[config.mk]
export PLATFORM = sky130hd
export DESIGN_NAME = fifo_ctrl
export DESIGN_NICKNAME = d
export VERILOG_FILES = /design/src/rtl/fifo_ctrl.sv
export SDC_FILE = /design/constraint.sdc
export NUM_CORES = 1
export LEC_CHECK = 0
export ABC_AREA = 1
export CORE_MARGIN = 4
export CORE_UTILIZATION = 25
export CTS_BUF_LIST = sky130_fd_sc_hd__clkbuf_4
export DETAILED_ROUTE_END_ITERATION = 6
export HOLD_SLACK_MARGIN = 0.06
export PLACE_DENSITY = 0.47
export SYNTH_ARGS = -nofsm -noshare
export SYNTH_HDL_FRONTEND = slang
export SYNTH_SLANG_ARGS = --single-unit
[constraint.sdc]
create_clock -name clk -period 5.8 [get_ports clk]
set_input_delay 1.16 -clock clk [delete_from_list [all_inputs] [get_ports clk]]
set_output_delay 1.16 -clock clk [all_outputs]
set_load 0.05 [all_outputs]
[src/rtl/fifo_ctrl.sv]
// Parametrised single-clock FIFO with occupancy count, programmable almost flags,
// registered read data with valid strobe and sticky error flags. FIFO_HWM_EN adds a high-water mark.
module fifo_ctrl #(
  parameter int DATA_WIDTH = 8,
  parameter int FIFO_DEPTH = 16,
  parameter int AF_LEVEL   = FIFO_DEPTH - 1,
  parameter int AE_LEVEL   = 1,
  localparam int AW        = $clog2(FIFO_DEPTH)
) (
  input  logic                  clk,
  input  logic                  rst_n,
  input  logic                  we,
  input  logic                  re,
  input  logic [DATA_WIDTH-1:0] data_in,
  input  logic                  clr_err,
  output logic [DATA_WIDTH-1:0] data_out,
  output logic                  data_valid,
  output logic                  empty,
  output logic                  full,
  output logic                  almost_empty,
  output logic                  almost_full,
  output logic [AW:0]           count,
  output logic                  overflow,
  output logic                  underflow
`ifdef FIFO_HWM_EN
  ,
  input  logic                  clr_hwm,
  output logic [AW:0]           hwm
`endif
);

  localparam logic [AW:0] DEPTH_C = FIFO_DEPTH[AW:0];
  localparam logic [AW:0] AF_C    = AF_LEVEL[AW:0];
  localparam logic [AW:0] AE_C    = AE_LEVEL[AW:0];

  logic [DATA_WIDTH-1:0] mem [FIFO_DEPTH];
  logic [AW-1:0]         wr_ptr;
  logic [AW-1:0]         rd_ptr;
  logic [AW:0]           count_next;
  logic                  wr_acc;
  logic                  rd_acc;

  assign empty        = (count == '0);
  assign full         = (count == DEPTH_C);
  assign almost_empty = (count <= AE_C);
  assign almost_full  = (count >= AF_C);

  assign wr_acc = we & ~full;
  assign rd_acc = re & ~empty;

  always_comb begin
    count_next = count;
    unique case ({wr_acc, rd_acc})
      2'b10:   count_next = count + 1'b1;
      2'b01:   count_next = count - 1'b1;
      default: count_next = count;
    endcase
  end

  // Storage carries no reset so it can map onto plain RAM.
  always_ff @(posedge clk) begin
    if (wr_acc) mem[wr_ptr] <= data_in;
  end

  always_ff @(posedge clk or negedge rst_n) begin
    if (!rst_n) begin
      wr_ptr     <= '0;
      rd_ptr     <= '0;
      count      <= '0;
      data_out   <= '0;
      data_valid <= 1'b0;
      overflow   <= 1'b0;
      underflow  <= 1'b0;
    end else begin
      count <= count_next;
      if (wr_acc) wr_ptr <= wr_ptr + 1'b1;
      if (rd_acc) begin
        rd_ptr     <= rd_ptr + 1'b1;
        data_out   <= mem[rd_ptr];
        data_valid <= 1'b1;
      end else begin
        data_valid <= 1'b0;
      end
      // A new error outranks a clear in the same cycle.
      if (we && full)      overflow  <= 1'b1;
      else if (clr_err)    overflow  <= 1'b0;
      if (re && empty)     underflow <= 1'b1;
      else if (clr_err)    underflow <= 1'b0;
    end
  end

`ifdef FIFO_HWM_EN
  always_ff @(posedge clk or negedge rst_n) begin
    if (!rst_n)                   hwm <= '0;
    else if (clr_hwm)             hwm <= count_next;
    else if (count_next > hwm)    hwm <= count_next;
  end
`endif

endmodule

# Yosys cells after proc, flatten, opt, wreduce, memory -nomap -nowiden
# Memory sizes are Yosys's and may differ from the RTL's. A register that Yosys moved wholly into a read port is not among the register bits.
# Cells that the tools add are included.
# totals
regBits,16
latchBits,0
ram_bits,128
mem_bits_ro,0
input_bits,13
output_inout_bits,20
wordCells,34
memories,1
# mem_list
name,depth,word_bits,read_ports,rd_clocked_by_memory_dff,write_ports,line,source
mem,16,8,1,1,1,36,logic [DATA_WIDTH-1:0] mem [FIFO_DEPTH];
# classes
addsub,4
mul,0
div,0
magnitude_cmp,2
n_eq_ne,3
shift,0
mux,7
n_bitwise,4
n_reduce_logical,7
# ops
op,n
$pmux W5 S2,1
$add A4 B1 Y4 const B,2
$mux W1,6
$reduce_bool A2 Y1,3
$add A5 B1 Y5 const B,1
$eq A5 B5 Y1 const B,1
$ge A5 B4 Y1 const B,1
$le A5 B1 Y1 const B,1
$logic_not A5 Y1,1
$sub A5 B1 Y5 const B,1
$and A1 B1 Y1,2
$eq A2 B1 Y1 const B,1
$eq A2 B2 Y1 const B,1
$logic_and A1 B1 Y1,2
$not A1 Y1,2
$logic_not A1 Y1,1

# Logic depth before layout (Yosys ltp)
# Gate-level depths: netlist of run 1.
# logic_depth
word_depth,5
mapped_depth,12

# Worst setup path before layout of run 1
# Ideal clock, no wire load.
# synth_timing
kind,register to output
start,reg count[0]
end,out almost_empty
arrival_ps,2186
setup_slack_ps,2454
path_stages_with_launch,4
n_path_buf,0
cell_sequence,dfrtp_1 -> ha_1 -> nand2_1 -> a211oi_1
# synth_via
elab_chain_len,1
# synth_lines
item,line,source
from (decl),22,"output logic [AW:0] count,"
from (signal assigned),75,count <= count_next;
$le A5 B1 Y1,45,assign almost_empty = (count <= AE_C);
to (decl),20,"output logic almost_empty,"
# Every way passes these cells.

# Worst setup path in the final report of run 1
# layout_timing
start,reg count[0]
end,out almost_full
# layout_via
elab_chain_len,1
# layout_lines
item,line,source
$ge A5 B4 Y1,46,assign almost_full = (count >= AF_C);
to (decl),21,"output logic almost_full,"
# Every way passes these cells.

==> flow_metrics.py, run 1 <==
metrics = {
    "global_routing": {
        "global_route.usage.met3_pct": 3.224,
        "grt_pass1_wl_um": 25000,
        "grt_antenna_before_repair": 0,
        "grt_util_met2_pct": 18.47,
        "largest_net_degree_at_the_start_of_global_routing": 68,
        "first_global_vias": 4277,
        "overflow_left_after_global_routing": 0,
        "grt.met1_usage_pct": 15.43,
        "top_usage_layer": "met2",
        "grt_usage_pct": 11.44,
    },
    "clocking": {
        "cts_root_buf": "sky130_fd_sc_hd__clkbuf_4",
        "clk_pin_slew_worst_paths_ps": 130,
        "cts_tree": "done",
        "cts_hold_buffers": 0,
        "ctsResizeCount": 0,
        "cts_made_buffers": 17,
        "number_of_levels_in_the_clock_h_tree": 4,
        "latest_clock_arrival_within_the_worst_skew_pair_ps": 550,
        "clkSinkCount": 152,
        "clk_path_buf_depth": 2,
        "cts_setup_buffers": 0,
    },
    "logic_synthesis": {
        "synth.yosys.seq_area_share_pct": 65.79,
        "syn_inst": 668,
        "synth_fp_nets": 692,
        "synth.ff_latch_count": 152,
        "synth.yosys.warnings": 0,
        "synthDominantAreaCellType": "sky130_fd_sc_hd__edfxtp_1",
        "yosysTopAreaCellShare_pct": 56.90,
        "yosys.cell_types.count": 22,
        "syn_avg_cell_area_um2": 10.11,
        "synth.cell_area_um2": 6755,
        "top_post_synthesis_cells_by_area": "sky130_fd_sc_hd__edfxtp_1, sky130_fd_sc_hd__nand2_1, sky130_fd_sc_hd__dfrtp_1, sky130_fd_sc_hd__nand3_1, sky130_fd_sc_hd__inv_1",
    },
    "route": {
        "remaining_drc_errors": 0,
        "viasPerCell": 4.191,
        "detailroute.via_count": 4371,
        "drt-wirelength-per-cell_um": 15.77,
        "detailedRoute.firstIterationViolations": 289,
        "detail_route.wirelength_um": 16450,
        "antenna_violating_nets_post_route": 0,
        "first_pass_iters": 5,
    },
    "placement": {
        "placement.io_buffers": 32,
        "post-place-ws_ps": 2634,
        "place.detailed.hpwl_um": 10470,
        "gp_congestion": 0.8049,
        "numPlacedInstances": 1012,
    },
    "hold_path": {
        "min_delay_path_depth": 2,
        "worst_hold_startpoint": "data_out[2]",
        "worst_min_path_class": "register to register",
        "timing.hold.worst_endpoint": "data_out[2]",
    },
    "cells_and_area": {
        "diodes": 0,
        "area_growth_syn_to_layout_pct": 12.50,
        "fillCellCount": 2739,
        "finish.cell_count_without_fillers": 1043,
        "layout-drive-gt1-share_pct": 5.508,
        "final_nets": 720,
    },
    "sta": {
        "final_count_of_hold_timing_violations": 0,
        "setup_ws_ps": 2161,
        "timing.final.crit_share_pct": 62.74,
        "fmaxAchievable_mhz": 274.8,
        "worst-slew-pin-transition_ps": 1222,
        "timing.final.max_slew_violations": 0,
        "minimum_period_implied_by_the_final_worst_setup_slack_ps": 3639,
        "maximum_clock_skew_at_final_layout_ps": 20.30,
        "worst_slew_margin_rel_pct": 18.48,
        "rsz0062_at_grt": "no",
        "setup_total_negative_slack_ps": 0,
        "setup_viol": 0,
    },
    "power_and_ir_drop": {
        "max-vdd-ir-drop_v": 0.0001661,
        "power-per-cell-area_nw_per_um2": 467.3,
        "total_switching_power_mw": 1.555,
        "total_leakage_power_nw": 3.231,
        "p_sw_share_pct": 43.78,
        "internal-power_mw": 1.997,
        "seq_power_share_pct": 41.5,
        "power_frac_clock_pct": 16.6,
        "power.combinational.fraction_pct": 41.9,
    },
    "critical_path": {
        "arrival_ps": 2480,
        "path_max_fanout": 6,
        "required_ps": 4640,
        "critPathKind": "register to primary output",
        "crit_chain": "ha_1, inv_1, nor3_1, ha_1, nor2_1, o21ai_0, clkdlybuf4s50_1",
        "r2r_setup_slack_ps": 3110,
        "worst_path_largest_cell_delay_ps": 830,
        "worst_r2r_path_depth": 9,
        "crit_path_end_kind": "primary output",
        "critical_path.reg2reg.endpoint": "data_out[4]",
        "worst_r2r_startpoint": "rd_ptr[0]",
        "timing.critical_path.mode_cell": "sky130_fd_sc_hd__ha_1",
        "worst_path_slowest_cell": "sky130_fd_sc_hd__clkdlybuf4s50_1",
        "cp-start-kind": "register",
    },
    "floorplanning": {
        "cell_rows": 59,
        "floorplan.die.height_um": 172.4,
        "die_width_um": 172.4,
        "ioPinCount": 33,
        "core-area_um2": 26350,
        "die_area_um2": 29710,
        "initial_core_util_pct": 25.63,
    },
    "status": {
        "run_status": "finished clean",
    },
    "flow_run": {
        "maxCapViolCount": 0,
    },
}
cell usage in the layout, fill, tap and decap left out, drive strengths merged:
| cell type | count |
|---|---|
| a211oi | 1 |
| a21oi | 2 |
| buf | 3 |
| bufinv | 1 |
| clkbuf | 18 |
| clkdlybuf4s50 | 32 |
| clkinv | 10 |
| clkinvlp | 3 |
| dfrtp | 24 |
| edfxtp | 128 |
| ha | 11 |
| inv | 121 |
| nand2 | 211 |
| nand3 | 101 |
| nand4 | 2 |
| nor2 | 19 |
| nor3 | 1 |
| o21ai | 9 |
| xnor2 | 2 |
| xor2 | 9 |
worst max path at each step:
stage	from	to	slack (ps)	depth (start not counted)
global placement	we	mem[6][4]	2660	5
CTS	count[0]	almost_full	2070	7
floorplan	count[0]	almost_empty	2450	3
global route	count[0]	almost_full	1900	7
detailed placement	we	mem[6][4]	2630	5
finish	count[0]	almost_full	2160	7
sequential cells by signal (all words and copies together), names as in the netlist:
register    count
count           5
data_out        8
data_valid      1
mem           128
overflow        1
rd_ptr          4
underflow       1
wr_ptr          4
area by class of cell:
| class | count | area (um2) | area share [%] |
|---|---|---|---|
| sequential | 152 | 4446 | 58.50 |
| multi-input combinational | 368 | 1692 | 22.26 |
| inverter | 122 | 457.9 | 6.026 |
| tap | 335 | 419.2 | 5.515 |
| timing repair buffer | 35 | 342.8 | 4.511 |
| clock buffer | 18 | 135.1 | 1.778 |
| clock inverter | 13 | 107.6 | 1.416 |
Yosys cell counts, drive strengths merged:
library cell and n:
nand2 211, edfxtp 128, inv 120, nand3 101, dfrtp 24, buf 23, nor2 19, ha 11
o21ai 9, xor2 9, clkbuf 3, a21oi 2, clkinv 2, nand4 2, xnor2 2, a211oi 1
nor3 1
metrics by stage:
step	hold slack [ps]	utilization [%]	total power [mW]	cell area [um2]
5_1_grt	528.4	28.84	3.802	7600
6_report	503.9	28.84	3.551	7600
4_1_cts	500.2	28.84	3.591	7600
2_1_floorplan	501.1	-	2.534	6755
3_5_place_dp	470.1	27.92	3.000	7357
3_3_place_gp	471.1	27.92	3.005	7357
logic make-up (layout without fill, tap and decap cells):
| family | count (synthesis) | in the layout | synth area share, % |
|---|---|---|---|
| xor+xnor | 11 | 11 | 1.426 |
| simple gates | 334 | 334 | 20.60 |
| compound gates | 12 | 12 | 0.9818 |
| fa+ha+maj | 11 | 11 | 2.037 |
| buf+inv | 148 | 188 | 9.168 |
| flops | 152 | 152 | 65.79 |
layer usage:
layer / up-vias / routed length [um]
li1: 2184 / -
met4: 0 / 120
met1: 2070 / 7731
met2: 107 / 7732
met5: - / 0
met3: 10 / 861
worst max-delay path, delay by kind of cell (launching register included):
family                     cells  cell delay (ps)
adders and majority gates      2              340
and+or+nand+nor                2              170
DFF                            1              470
buffers and inverters          2              880
AOI/OAI and AO/OA              1               70
power by group through the flow:
stage	Combinational [mW]	Clock [mW]	Sequential, mW
global route	1.65	0.655	1.49
detailed placement	1.50	0	1.50
finish	1.49	0.589	1.47
global placement	1.50	0	1.50
CTS	1.51	0.609	1.48
floorplan	0.914	0	1.62
Power figures use the tool's default switching activity.
==> inputs of run 2 (changes only) <==
Clock period 5.8 ns to 3.76 ns, I/O delays scaled along.
==> run 2 against run 1 <==
Net effect:
- sequential cell count stayed put
- register-to-register slack worse by 1800 ps
- clock skew hardly changed
- routed wire length is 0.73% lower
- first-iteration DRC count is 32% higher
- final area is 1.1% higher
- critical path depth stayed put
- highest routed layer unchanged
- largest power group unchanged
- via count is 1.2% lower
- sequential share of layout area is 0.62 points lower
==> flow_metrics.py, run 2 (synthesis results as in run 1) <==
metrics = {
    "cells_and_area": {
        "largest_register_ff_count": 128,
        "fillCellCount": 2748,
        "layout-drive-gt1-share_pct": 5.767,
        "diodes": 0,
        "seq_area_um2": 4446,
        "final_nets": 722,
        "largest_registers_ranked_by_flip_flop_count": "mem (128), data_out (8), count (5)",
        "regMostFlops": "mem",
        "multiInputGateArea_um2": 1692,
        "area_growth_syn_to_layout_pct": 13.71,
        "layout_commonest_cell": "sky130_fd_sc_hd__nand2_1",
        "layout.cells.most_common_list": "sky130_fd_sc_hd__nand2_1, sky130_fd_sc_hd__edfxtp_1, sky130_fd_sc_hd__inv_1, sky130_fd_sc_hd__nand3_1, sky130_fd_sc_hd__clkdlybuf4s50_1",
    },
    "sta": {
        "minimum_period_implied_by_the_final_worst_setup_slack_ps": 3250,
        "maximum_clock_skew_at_final_layout_ps": 19.99,
        "worst-slew-pin-transition_ps": 1106,
        "worst_slew_margin_rel_pct": 26.15,
        "rsz0062_at_grt": "no",
        "setup_viol": 0,
        "timing.final.max_slew_violations": 0,
        "timing.final.crit_share_pct": 86.45,
        "timing.hold.ws_ps": 504.3,
        "final_count_of_hold_timing_violations": 0,
        "fmaxAchievable_mhz": 307.6,
        "setup_total_negative_slack_ps": 0,
    },
    "critical_path": {
        "worst_r2r_path_depth": 7,
        "arrival_ps": 2500,
        "required_ps": 3010,
        "path_max_fanout": 6,
        "crit_path_end_kind": "primary output",
        "cp-start-kind": "register",
        "critPathKind": "register to primary output",
    },
    "power_and_ir_drop": {
        "total_leakage_power_nw": 3.273,
        "total_switching_power_mw": 2.417,
        "max-vdd-ir-drop_v": 0.0002462,
        "p_sw_share_pct": 42.76,
        "internal-power_mw": 3.235,
        "power-per-cell-area_nw_per_um2": 735.9,
        "power_frac_clock_pct": 19.2,
        "power.combinational.fraction_pct": 41.0,
        "seq_power_share_pct": 39.8,
    },
    "floorplanning": {
        "core-area_um2": 26350,
        "die_area_um2": 29710,
        "cell_rows": 59,
        "ioPinCount": 33,
        "initial_core_util_pct": 25.63,
        "floorplan.die.height_um": 172.4,
        "die_width_um": 172.4,
    },
    "global_routing": {
        "largest_net_degree_at_the_start_of_global_routing": 67,
        "grt_usage_pct": 11.58,
        "grt_pass1_wl_um": 25420,
        "overflow_left_after_global_routing": 0,
        "first_global_vias": 4292,
        "grt_antenna_before_repair": 0,
    },
    "hold_path": {
        "min_delay_path_depth": 2,
        "worst_min_path_class": "register to register",
    },
    "clocking": {
        "cts_tree": "done",
        "latest_clock_arrival_within_the_worst_skew_pair_ps": 550,
        "cts_setup_buffers": 0,
        "clkSinkCount": 152,
        "ctsResizeCount": 0,
        "cts_hold_buffers": 0,
        "clk_path_buf_depth": 2,
        "number_of_levels_in_the_clock_h_tree": 4,
        "clk_pin_slew_worst_paths_ps": 130,
        "cts_made_buffers": 17,
        "cts_root_buf": "sky130_fd_sc_hd__clkbuf_4",
    },
    "route": {
        "viasPerCell": 4.129,
        "detailedRoute.firstIterationViolations": 381,
        "detail_route.wirelength_um": 16330,
        "detailroute.via_count": 4319,
        "first_pass_iters": 5,
        "drt-wirelength-per-cell_um": 15.61,
        "antenna_violating_nets_post_route": 0,
        "remaining_drc_errors": 0,
    },
    "status": {
        "run_status": "finished clean",
    },
    "placement": {
        "place.detailed.hpwl_um": 10530,
        "gp_congestion": 0.8018,
        "placement.io_buffers": 32,
    },
    "flow_run": {
        "maxCapViolCount": 0,
    },
}
-- run 2: power by group through the flow --
| stage | sequential [mW] | clock (mW) | combinational [mW] |
|---|---|---|---|
| floorplan | 2.50 | 0 | 1.41 |
| global placement | 2.28 | 0 | 2.35 |
| detailed placement | 2.29 | 0 | 2.35 |
| CTS | 2.25 | 1.12 | 2.35 |
| global route | 2.28 | 1.20 | 2.61 |
| finish | 2.25 | 1.08 | 2.32 |
-- run 2: through the flow --
step / utilization, % / cells / power [mW] / cell area (um2) / setup WS [ps]
2_1_floorplan: - / 668 / 3.909 / 6755 / 822.4
3_3_place_gp: 27.97 / 1014 / 4.639 / 7372 / 1009
3_5_place_dp: 27.97 / 1014 / 4.636 / 7372 / 1001
4_1_cts: 29.15 / 1046 / 5.726 / 7681 / 429.3
5_1_grt: 29.15 / 1046 / 6.081 / 7681 / 313.0
6_report: 29.15 / 1046 / 5.652 / 7681 / 509.5
-- run 2: path summary, 6_finish.rpt --
kind	slack, ps	startpoint	endpoint
max	510	count[0]	almost_full
min	500	data_out[4]	data_out[4]
max reg2reg	1330	count[0]	mem[6][6]
min reg2reg	500	data_out[4]	data_out[4]
max in group asynchronous	2450	rst_n	data_valid
min in group asynchronous	680	rst_n	underflow
-- run 2: final cells by class --
type	instances	share of cell area, %
Clock inverter	14	2.264
Tap cell	335	5.457
Multi-Input combinational cell	368	22.02
Timing Repair Buffer	37	4.659
Inverter	122	5.962
Clock buffer	18	1.759
Sequential cell	152	57.88
-- run 2: worst max-delay path: stages, from the launching register on --
cell	delay (ps)
sky130_fd_sc_hd__dfrtp_1	480
sky130_fd_sc_hd__ha_1	190
sky130_fd_sc_hd__inv_1	50
sky130_fd_sc_hd__nor3_1	140
sky130_fd_sc_hd__ha_1	170
sky130_fd_sc_hd__nor2_1	30
sky130_fd_sc_hd__o21ai_0	80
sky130_fd_sc_hd__clkdlybuf4s50_1	830
-- run 2: routing by layer --
layer  part of all wire, %  up-vias  track usage [%]  wire length (um)
li1                      -     2190                -                 -
met1                    47     2035            15.92              7616
met2                    48       85            18.52              7832
met3                   4.4        9            2.926               720
met4                  0.96        0            2.597               157
met5                     0        -                0                 0
==> inputs of run 3 (changes only) <==
Settings changed: ABC_CLOCK_PERIOD_IN_PS set to 3760.
==> results of run 3 <==
The final DEF is identical to that of run 2; final timing and power are the same.
